## src/rtl/operand_fetch.sv

```systemverilog
`default_nettype none
// ============================================================================
// Module      : operand_fetch
// Description : Serialises two source-operand reads through a single-port
//               register file and hands the pair plus tag to the ALU stage.
// Revision    : 1.0 - initial release
// ============================================================================
module operand_fetch #(
    parameter int DATA_W  = 16,
    parameter int ADDR_W  = 4,
    parameter int TAG_W   = 8,
    parameter int RF_LAT  = 1,
    parameter int ZERO_R0 = 1
) (
    input  logic              i_clk,
    input  logic              i_rst,
    input  logic              i_req_valid,
    output logic              o_req_ready,
    input  logic [ADDR_W-1:0] i_src_a,
    input  logic [ADDR_W-1:0] i_src_b,
    input  logic [TAG_W-1:0]  i_tag,
    output logic [ADDR_W-1:0] o_rf_addr,
    output logic              o_rf_rw,
    input  logic [DATA_W-1:0] i_rf_data,
    output logic              o_op_valid,
    input  logic              i_op_ready,
    output logic [DATA_W-1:0] o_op_a,
    output logic [DATA_W-1:0] o_op_b,
    output logic [TAG_W-1:0]  o_op_tag
);

    localparam int               c_CNT_W    = (RF_LAT > 0) ? $clog2(RF_LAT + 1) : 1;
    localparam logic [c_CNT_W-1:0] c_CNT_LAST = c_CNT_W'(RF_LAT);
    localparam logic             c_ZERO_R0  = (ZERO_R0 != 0);

    localparam logic [1:0] c_IDLE    = 2'd0;
    localparam logic [1:0] c_FETCH_A = 2'd1;
    localparam logic [1:0] c_FETCH_B = 2'd2;
    localparam logic [1:0] c_OUT     = 2'd3;

    logic [1:0]         r_state;
    logic [1:0]         w_state_nxt;
    logic [c_CNT_W-1:0] r_cnt;
    logic [ADDR_W-1:0]  r_src_a;
    logic [ADDR_W-1:0]  r_src_b;
    logic [TAG_W-1:0]   r_tag;
    logic [DATA_W-1:0]  r_op_a;
    logic [DATA_W-1:0]  r_op_b;

    logic w_accept;
    logic w_in_skip_a;
    logic w_in_zero_b;
    logic w_in_skip_b;
    logic w_lat_zero_b;
    logic w_lat_copy_b;
    logic w_fetching;
    logic w_last;

    assign w_accept     = i_req_valid && (r_state == c_IDLE);
    assign w_in_skip_a  = c_ZERO_R0 && (i_src_a == '0);
    assign w_in_zero_b  = c_ZERO_R0 && (i_src_b == '0);
    assign w_in_skip_b  = w_in_zero_b || (!w_in_skip_a && (i_src_b == i_src_a));
    // Only meaningful in FETCH_A, where A is known not to be skipped.
    assign w_lat_zero_b = c_ZERO_R0 && (r_src_b == '0);
    assign w_lat_copy_b = !w_lat_zero_b && (r_src_b == r_src_a);
    assign w_fetching   = (r_state == c_FETCH_A) || (r_state == c_FETCH_B);
    assign w_last       = (r_cnt == c_CNT_LAST);

    always_comb begin
        w_state_nxt = r_state;
        case (r_state)
            c_IDLE: begin
                if (i_req_valid) begin
                    if (!w_in_skip_a)      w_state_nxt = c_FETCH_A;
                    else if (!w_in_skip_b) w_state_nxt = c_FETCH_B;
                    else                   w_state_nxt = c_OUT;
                end
            end
            c_FETCH_A: begin
                if (w_last) w_state_nxt = (w_lat_zero_b || w_lat_copy_b) ? c_OUT : c_FETCH_B;
            end
            c_FETCH_B: begin
                if (w_last) w_state_nxt = c_OUT;
            end
            default: begin
                if (i_op_ready) w_state_nxt = c_IDLE;
            end
        endcase
    end

    always_ff @(posedge i_clk) begin
        if (i_rst) begin
            r_state <= c_IDLE;
            r_cnt   <= '0;
            r_src_a <= '0;
            r_src_b <= '0;
            r_tag   <= '0;
            r_op_a  <= '0;
            r_op_b  <= '0;
        end else begin
            r_state <= w_state_nxt;
            r_cnt   <= (w_fetching && !w_last) ? r_cnt + 1'b1 : '0;

            if (w_accept) begin
                r_src_a <= i_src_a;
                r_src_b <= i_src_b;
                r_tag   <= i_tag;
                if (w_in_skip_a) r_op_a <= '0;
                if (w_in_zero_b) r_op_b <= '0;
            end

            // Capture on the final cycle of each read window.
            if (r_state == c_FETCH_A && w_last) begin
                r_op_a <= i_rf_data;
                if (w_lat_copy_b) r_op_b <= i_rf_data;
            end
            if (r_state == c_FETCH_B && w_last) begin
                r_op_b <= i_rf_data;
            end
        end
    end

    always_comb begin
        o_rf_addr = '0;
        if (r_state == c_FETCH_A)      o_rf_addr = r_src_a;
        else if (r_state == c_FETCH_B) o_rf_addr = r_src_b;
    end

    assign o_rf_rw     = 1'b0;
    assign o_req_ready = (r_state == c_IDLE);
    assign o_op_valid  = (r_state == c_OUT);
    assign o_op_a      = r_op_a;
    assign o_op_b      = r_op_b;
    assign o_op_tag    = r_tag;

endmodule
`default_nettype wire

```

## config.mk

```make
export PLATFORM = sky130hd
export DESIGN_NAME = operand_fetch
export DESIGN_NICKNAME = d
export VERILOG_FILES = /design/src/rtl/operand_fetch.sv
export SDC_FILE = /design/constraint.sdc
export NUM_CORES = 1
export LEC_CHECK = 0
export CELL_PAD_IN_SITES_DETAIL_PLACEMENT = 0
export CELL_PAD_IN_SITES_GLOBAL_PLACEMENT = 2
export CORE_ASPECT_RATIO = 1.25
export CORE_MARGIN = 4
export CORE_UTILIZATION = 24
export DETAILED_ROUTE_END_ITERATION = 16
export GPL_TIMING_DRIVEN = 0
export PLACE_DENSITY = 0.84
export REMOVE_ABC_BUFFERS = 1
export SLEW_MARGIN = 40
export SYNTH_ARGS = -nofsm -noshare
export SYNTH_HDL_FRONTEND = slang
export SYNTH_SLANG_ARGS = --single-unit
```

## constraint.sdc

```tcl
create_clock -name i_clk -period 2.5 [get_ports i_clk]
set_input_delay 0.5 -clock i_clk [delete_from_list [all_inputs] [get_ports i_clk]]
set_output_delay 0.5 -clock i_clk [all_outputs]
set_load 0.05 [all_outputs]
```

==> summary.txt, run 1 <==
Floorplanning
  – Boundary pin count: 83
  – Width of the die: just under 90 um
  – Placeable core area: 0.00793 sq mm
  – Standard-cell rows: 36
  – Initial standard-cell utilization of the core: 25.0%
  – Height of the die: 110 um
  – Die ar.: roughly 0.0098 sq mm

Worst setup path
  – Crit Reg-Reg Startpoint: r_state[0]
  – Cell-by-cell trace of the critical path: inv_1 -> ha_1 -> nand2_1 -> o21ai_0 -> clkdlybuf4s15_1
  – Required time at the endpoint of the critical path: 2.00 ns
  – Worst Setup End Kind: primary output
  – Slowest stage cell, crit path: sky130_fd_sc_hd__clkdlybuf4s15_1
  – Sort of element at the start of the critical path: register
  – Worst Setup SP: r_state[0]
  – Highest net fanout along the worst path: 8
  – Family with the most delay on the worst path: buffers and inverters
  – Critical path class: reg2out
  – Arrival time at the worst endpoint: approximately 1.9 ns
  – Max stage delay on crit path: 0.52 ns
  – Number of buffer and inverter instances along the worst setup path: 2

Drt
  – Via count: 1785
  – Routed wire length per instance: between 10 and 15 um
  – Starting DRC count in detailed routing: 59
  – Number of detailed-routing iterations run before antenna repair: 4
  – Total length of routed wires: ~5400 um
  – Post-route DRC violation count: 0
  – Average vias per placed instance: 4.65
  – Remaining number of nets flagged by the antenna check after routing: 0

Synth
  – Yosys warnings: 0
  – Sequential element share of the synthesized area: 51.5%
  – Synth Instances: around 210
  – Yosys top cell area share: 51.5%
  – Yosys cell types: 30
  – Share of the synthesized netlist area taken by xor and xnor gates: roughly 2.1%
  – Most numerous cell in the Yosys netlist: sky130_fd_sc_hd__dfxtp_1
  – Dominant combinational cell family by area after synthesis: compound AO/OA/AOI/OAI gates
  – FF+latch count, synth: 51
  – Adder-cell share of the synthesized area: 2.52%
  – Post-Syn Area: 0.00198 sq mm
  – Complex-gate fraction of the synthesized area: 22.8%
  – Ranking of synthesized cells by instance count: sky130_fd_sc_hd__dfxtp_1, sky130_fd_sc_hd__nand2_1, sky130_fd_sc_hd__a21oi_1
  – Synth Flop Type: sky130_fd_sc_hd__dfxtp_1
  – Post-synth ARST share: 0%
  – Number of enable-type register cells in the synthesized netlist: 0
  – Simple-gate portion of the synthesized area: between 10% and 20%
  – Most area-consuming cells after synthesis: sky130_fd_sc_hd__dfxtp_1, sky130_fd_sc_hd__nand2_1, sky130_fd_sc_hd__a22o_1, sky130_fd_sc_hd__a22oi_1, sky130_fd_sc_hd__a21oi_1
  – Post-synthesis mux area share: 0%
  – Cell type with the highest aggregate area in the netlist: sky130_fd_sc_hd__dfxtp_1
  – Per-instance average area after synthesis: 9.31 sq um

Final layout
  – Net total in the final layout: 328
  – Number of diodes added for antenna fixing: 0
  – Final Instance Area: 0.00296 sq mm
  – Share of post-route cells with drive strength above 1: 7.27%
  – Number of non-filler instances in the completed layout: 384
  – Synth-to-layout area growth: 49.3%
  – Final core utilization: 37.3%

Timing
  – Worst Tran Pin Value: ~0.75 ns
  – Worst slew margin relative to its limit: 49.9%
  – Max-slew violation total from the final report: 0
  – Final sum of negative setup slack: 0 ns
  – Final clock skew: about 0.014 ns
  – Final count of hold timing violations: 0
  – Top achievable clock speed: between 400 and 500 MHz
  – Unrepaired setup endpoints after global routing: false
  – Final setup violating endpoints: 0
  – Setup WS post-layout: approximately 0.13 ns
  – Worst hold margin: 0.460 ns
  – Period utilisation layout: approximately 95%
  – Final critical delay including setup and external delays: 2.37 ns

Place
  – Routability cong.: 0.689
  – Port Buf Inserts: 81
  – Pre-CTS WS: -0.134 ns
  – Post-Place Cells: 376
  – DPL Wire Length: 3900 um
  – Cell area after placement: 0.00286 sq mm

Global routing
  – Antenna violations before repair: 0
  – Via count of the first global-routing pass: about 1900
  – Largest net degree at the start of global routing: 21
  – Global-route wire length before repair: 9030 um
  – Total track usage: 11.8%
  – Grt ovf: 0

Clock network
  – Cell at the root of the clock tree: sky130_fd_sc_hd__clkbuf_8
  – CTS buffer count: 5
  – Number of setup buffers added after CTS: 0
  – # clock sinks: 51
  – Hold bufs inserted after CTS: 0
  – H-tree levels: 2
  – Number of gates resized after cts: 4
  – Clock tree from TritonCTS: done
  – CTS Buffer Depth: 2
  – Worst-Skew Late Latency: 0.31 ns
  – Clock slew seen by the registers of the worst setup and hold paths: approximately 0.10 ns

Min path
  – HP Class: reg2reg
  – Worst Hold Launch: o_op_tag[0]

Power and ir drop
  – Static Leak: 1.08 nW
  – IR Drop Worst-Case VDD: between 0.2 and 0.3 mV
  – Power per unit of standard cell area: slightly above 800 mW/mm^2
  – Total design power: 2.40 mW

Outcome
  – Result of the run: finished, final reports clean

Flow run
  – Count of max-cap constraint violations: 0
[per-layer routing]
layer	global-route usage, %	vias to the layer above	routed length [um]
met5	0	-	0
met4	3.19	0	64
met3	4.35	6	489
met2	19.3	57	2500
met1	14.5	832	2380
li1	-	890	-
[path summary, 6_finish.rpt]
check	end	slack (ns)	cells after the start
min	o_op_tag[0]	0.46	2
max reg2reg	o_op_b[9]	0.33	6
min reg2reg	o_op_tag[0]	0.46	2
max	o_rf_addr[3]	0.13	5
[worst register-to-register path: stages, from the launching register on]
cell                       delay (ns)
sky130_fd_sc_hd__dfxtp_1         0.40
sky130_fd_sc_hd__inv_1           0.08
sky130_fd_sc_hd__ha_1            0.26
sky130_fd_sc_hd__and2_1          0.40
sky130_fd_sc_hd__a221oi_1        0.34
sky130_fd_sc_hd__o31a_2          0.45
sky130_fd_sc_hd__a22o_1          0.20
[cell type report]
type | count | area (sq um)
inverter | 3 | 11.3
clock buffer | 5 | 68.8
clock inverter | 3 | 27.5
sequential | 51 | 1020
fill | 814 | 4970
multi-input combinational | 144 | 882
tap | 95 | 119
timing repair buffer | 83 | 831
[power breakdown]
group | internal [mW] | switching (mW)
combinational | 0.325 | 0.584
clock | 0.208 | 0.301
sequential | 0.907 | 0.0766
total | 1.44 | 0.962
[kinds of logic after synthesis]
family / Yosys count
compound gates: 63
xor+xnor: 4
fa+ha+maj: 4
buf+inv: 18
other cells: 1
flops: 51
simple gates: 72
[cells in the final DEF (no fill, tap or decap), types with 2 or more instances in the layout]
master                            netlist  routed
sky130_fd_sc_hd__ha_1                   4       4
sky130_fd_sc_hd__a221oi_1               2       2
sky130_fd_sc_hd__clkbuf_2               0       2
sky130_fd_sc_hd__inv_1                  3       3
sky130_fd_sc_hd__clkbuf_8               0       5
sky130_fd_sc_hd__xor2_1                 3       3
sky130_fd_sc_hd__o21ai_0                5       5
sky130_fd_sc_hd__a22o_1                16      16
sky130_fd_sc_hd__dfxtp_1               51      51
sky130_fd_sc_hd__a21oi_1               20      19
sky130_fd_sc_hd__clkdlybuf4s15_1        0       2
sky130_fd_sc_hd__a22oi_1               16      16
sky130_fd_sc_hd__clkdlybuf4s50_1        0      76
sky130_fd_sc_hd__nor2_1                18      18
sky130_fd_sc_hd__nand2_1               43      43
sky130_fd_sc_hd__and2_1                 2       2
sky130_fd_sc_hd__nor4_2                 1       2
[state kept, by name, summed over array words and instances, names as in the netlist]
signal and flops:
r_state 2, r_cnt 1, r_src_a 4, r_src_b 4
o_op_a 16, o_op_tag 8, o_op_b 16
No activity file was read; power rests on OpenSTA's default activity.
==> run 2: changes to the inputs <==
--- a/config.mk
+++ b/config.mk
@@ -9,10 +9,11 @@
 export CELL_PAD_IN_SITES_GLOBAL_PLACEMENT = 2
 export CORE_ASPECT_RATIO = 1.25
 export CORE_MARGIN = 4
-export CORE_UTILIZATION = 24
+export CORE_UTILIZATION = 25
+export CTS_BUF_LIST = sky130_fd_sc_hd__clkbuf_4
 export DETAILED_ROUTE_END_ITERATION = 16
 export GPL_TIMING_DRIVEN = 0
-export PLACE_DENSITY = 0.84
+export PLACE_DENSITY = 0.87
 export REMOVE_ABC_BUFFERS = 1
 export SLEW_MARGIN = 40
 export SYNTH_ARGS = -nofsm -noshare
==> summary.txt, run 2 (synthesized netlist as in run 1, its figures left out) <==
Outcome
  – Result of the run: finished, final reports clean

Worst setup path
  – Critical path class: reg2out
  – Required time at the endpoint of the critical path: 2.00 ns
  – Sort of element at the start of the critical path: register
  – Highest net fanout along the worst path: 4
  – Worst Setup End Kind: primary output
  – Arrival time at the worst endpoint: between 1.5 and 2 ns

Power and ir drop
  – Internal power: 1.35 mW
  – Net Switching: 938 uW
  – Clock Power Share: 17.0%
  – IR Drop Worst-Case VDD: 0.249 mV
  – Total design power: 2.28 mW
  – Share of total power consumed by net switching: 41.0%
  – Register share of total power: 43.1%
  – Power per unit of standard cell area: 779 mW/mm^2
  – Static Leak: 1.08 nW
  – Share of total power in combinational logic: 39.9%

Final layout
  – Count of filler cells inserted in the layout: 818
  – Final core utilization: between 30 and 40%
  – Net total in the final layout: 329
  – Number of non-filler instances in the completed layout: 385
  – Most frequent cells in the layout: sky130_fd_sc_hd__clkdlybuf4s50_1, sky130_fd_sc_hd__dfxtp_1, sky130_fd_sc_hd__nand2_1, sky130_fd_sc_hd__a21oi_1, sky130_fd_sc_hd__nor2_1
  – Number of diodes added for antenna fixing: 0
  – Share of post-route cells with drive strength above 1: 8.28%
  – Synth-to-layout area growth: 47.9%
  – Most frequent standard cell in the layout excluding fill and tap cells: sky130_fd_sc_hd__clkdlybuf4s50_1

Global routing
  – Via count of the first global-routing pass: ~1700
  – Total track usage: about an eighth
  – Antenna violations before repair: 0
  – Grt ovf: 0
  – Largest net degree at the start of global routing: 29
  – Global-route wire length before repair: roughly 8700 um

Drt
  – Number of detailed-routing iterations run before antenna repair: 4
  – Total length of routed wires: roughly 5400 um
  – Post-route DRC violation count: 0
  – Via count: 1759
  – Remaining number of nets flagged by the antenna check after routing: 0
  – Average vias per placed instance: 4.57
  – Routed wire length per instance: 14.0 um
  – Starting DRC count in detailed routing: 62

Place
  – Port Buf Inserts: 81
  – Post-Place Cells: 376
  – Pre-CTS WS: -0.112 ns
  – Routability cong.: slightly above 0.7
  – DPL Wire Length: 3900 um

Floorplanning
  – Standard-cell rows: 36
  – Width of the die: about 88 um
  – Height of the die: 108 um
  – Placeable core area: 0.00775 sq mm
  – Initial standard-cell utilization of the core: 25.6%
  – Die ar.: 0.00943 sq mm
  – Boundary pin count: 83

Timing
  – Final count of hold timing violations: 0
  – Max-slew violation total from the final report: 0
  – Period utilisation layout: 92.2%
  – Top achievable clock speed: 434 MHz
  – Setup WS post-layout: 0.196 ns
  – Worst slew margin relative to its limit: 53.7%
  – Worst Tran Pin Value: 0.694 ns
  – Final critical delay including setup and external delays: 2.30 ns
  – Final setup violating endpoints: 0
  – Final clock skew: around 0.015 ns
  – Final sum of negative setup slack: 0 ns
  – Unrepaired setup endpoints after global routing: false

Flow run
  – Count of max-cap constraint violations: 0

Clock network
  – Worst-Skew Late Latency: ~0.37 ns
  – CTS buffer count: 5
  – Hold bufs inserted after CTS: 0
  – CTS Buffer Depth: 2
  – Cell at the root of the clock tree: sky130_fd_sc_hd__clkbuf_4
  – Clock slew seen by the registers of the worst setup and hold paths: 0.15 ns
  – Clock tree from TritonCTS: done
  – # clock sinks: 51
  – H-tree levels: 2

Min path
  – HP Class: reg2reg
## run 2: changes by cell type in the layout (fill, tap and decap cells not counted), moves of 2 or more
| cell | before | now |
|---|---|---|
| sky130_fd_sc_hd__buf_6 | 0 | 2 |
| sky130_fd_sc_hd__clkbuf_2 | 2 | 4 |
| sky130_fd_sc_hd__clkbuf_4 | 0 | 5 |
| sky130_fd_sc_hd__clkbuf_8 | 5 | 0 |
| sky130_fd_sc_hd__clkdlybuf4s15_1 | 2 | 0 |
## run 2: layout make-up
type | instances | area (sq um) | area share [%]
tap | 95 | 119 | 4.05
clock buffer | 5 | 37.5 | 1.28
multi-input combinational | 144 | 882 | 30.1
sequential | 51 | 1020 | 34.8
timing repair buffer | 84 | 838 | 28.6
clock inverter | 3 | 23.8 | 0.811
inverter | 3 | 11.3 | 0.384
## run 2: power by group through the flow
stage / sequential (mW) / clock [mW] / combinational [mW]
after global placement: 1.00 / 0 / 0.913
after floorplan: 1.16 / 0 / 0.439
after CTS: 0.986 / 0.418 / 0.923
final: 0.984 / 0.389 / 0.912
after global routing: 0.998 / 0.451 / 0.988
after detailed placement: 1.00 / 0 / 0.926
## run 2: timing repair
| action | CTS | global route |
|---|---|---|
| endpoints found under the setup margin | 4 | 21 |
| buffers inserted | 0 | 0 |
| gates resized for setup | 4 | 14 |
## run 2: through the flow
stage / area [sq um] / hold WS (ns)
finish: 2930 / 0.465
detailed placement: 2870 / 0.449
floorplan: 1900 / 0.455
CTS: 2930 / 0.466
global placement: 2830 / 0.443
global route: 2930 / 0.466
## run 2: worst max-delay path: stages (launching register included)
cell and delay (ns):
sky130_fd_sc_hd__dfxtp_1 0.42, sky130_fd_sc_hd__ha_1 0.22, sky130_fd_sc_hd__clkdlybuf4s50_1 0.82
## run 2: final timing paths
kind	startpoint	to	slack, ns	cells past startpoint
worst min register to register	o_op_tag[4]	o_op_tag[4]	0.47	2
worst max register to register	r_state[1]	o_op_b[2]	0.35	6
worst max-delay path	r_state[1]	o_op_valid	0.20	2
worst min-delay path	o_op_tag[4]	o_op_tag[4]	0.47	2
## run 2: metal layers
layer  global-route usage (%)  share of wire [%]  vias up
met2                     18.9                 47       57
li1                         -                  -      892
met4                     4.06                1.8        0
met3                     4.21                8.7        8
met1                     14.4                 43      802
met5                        0                  0        -
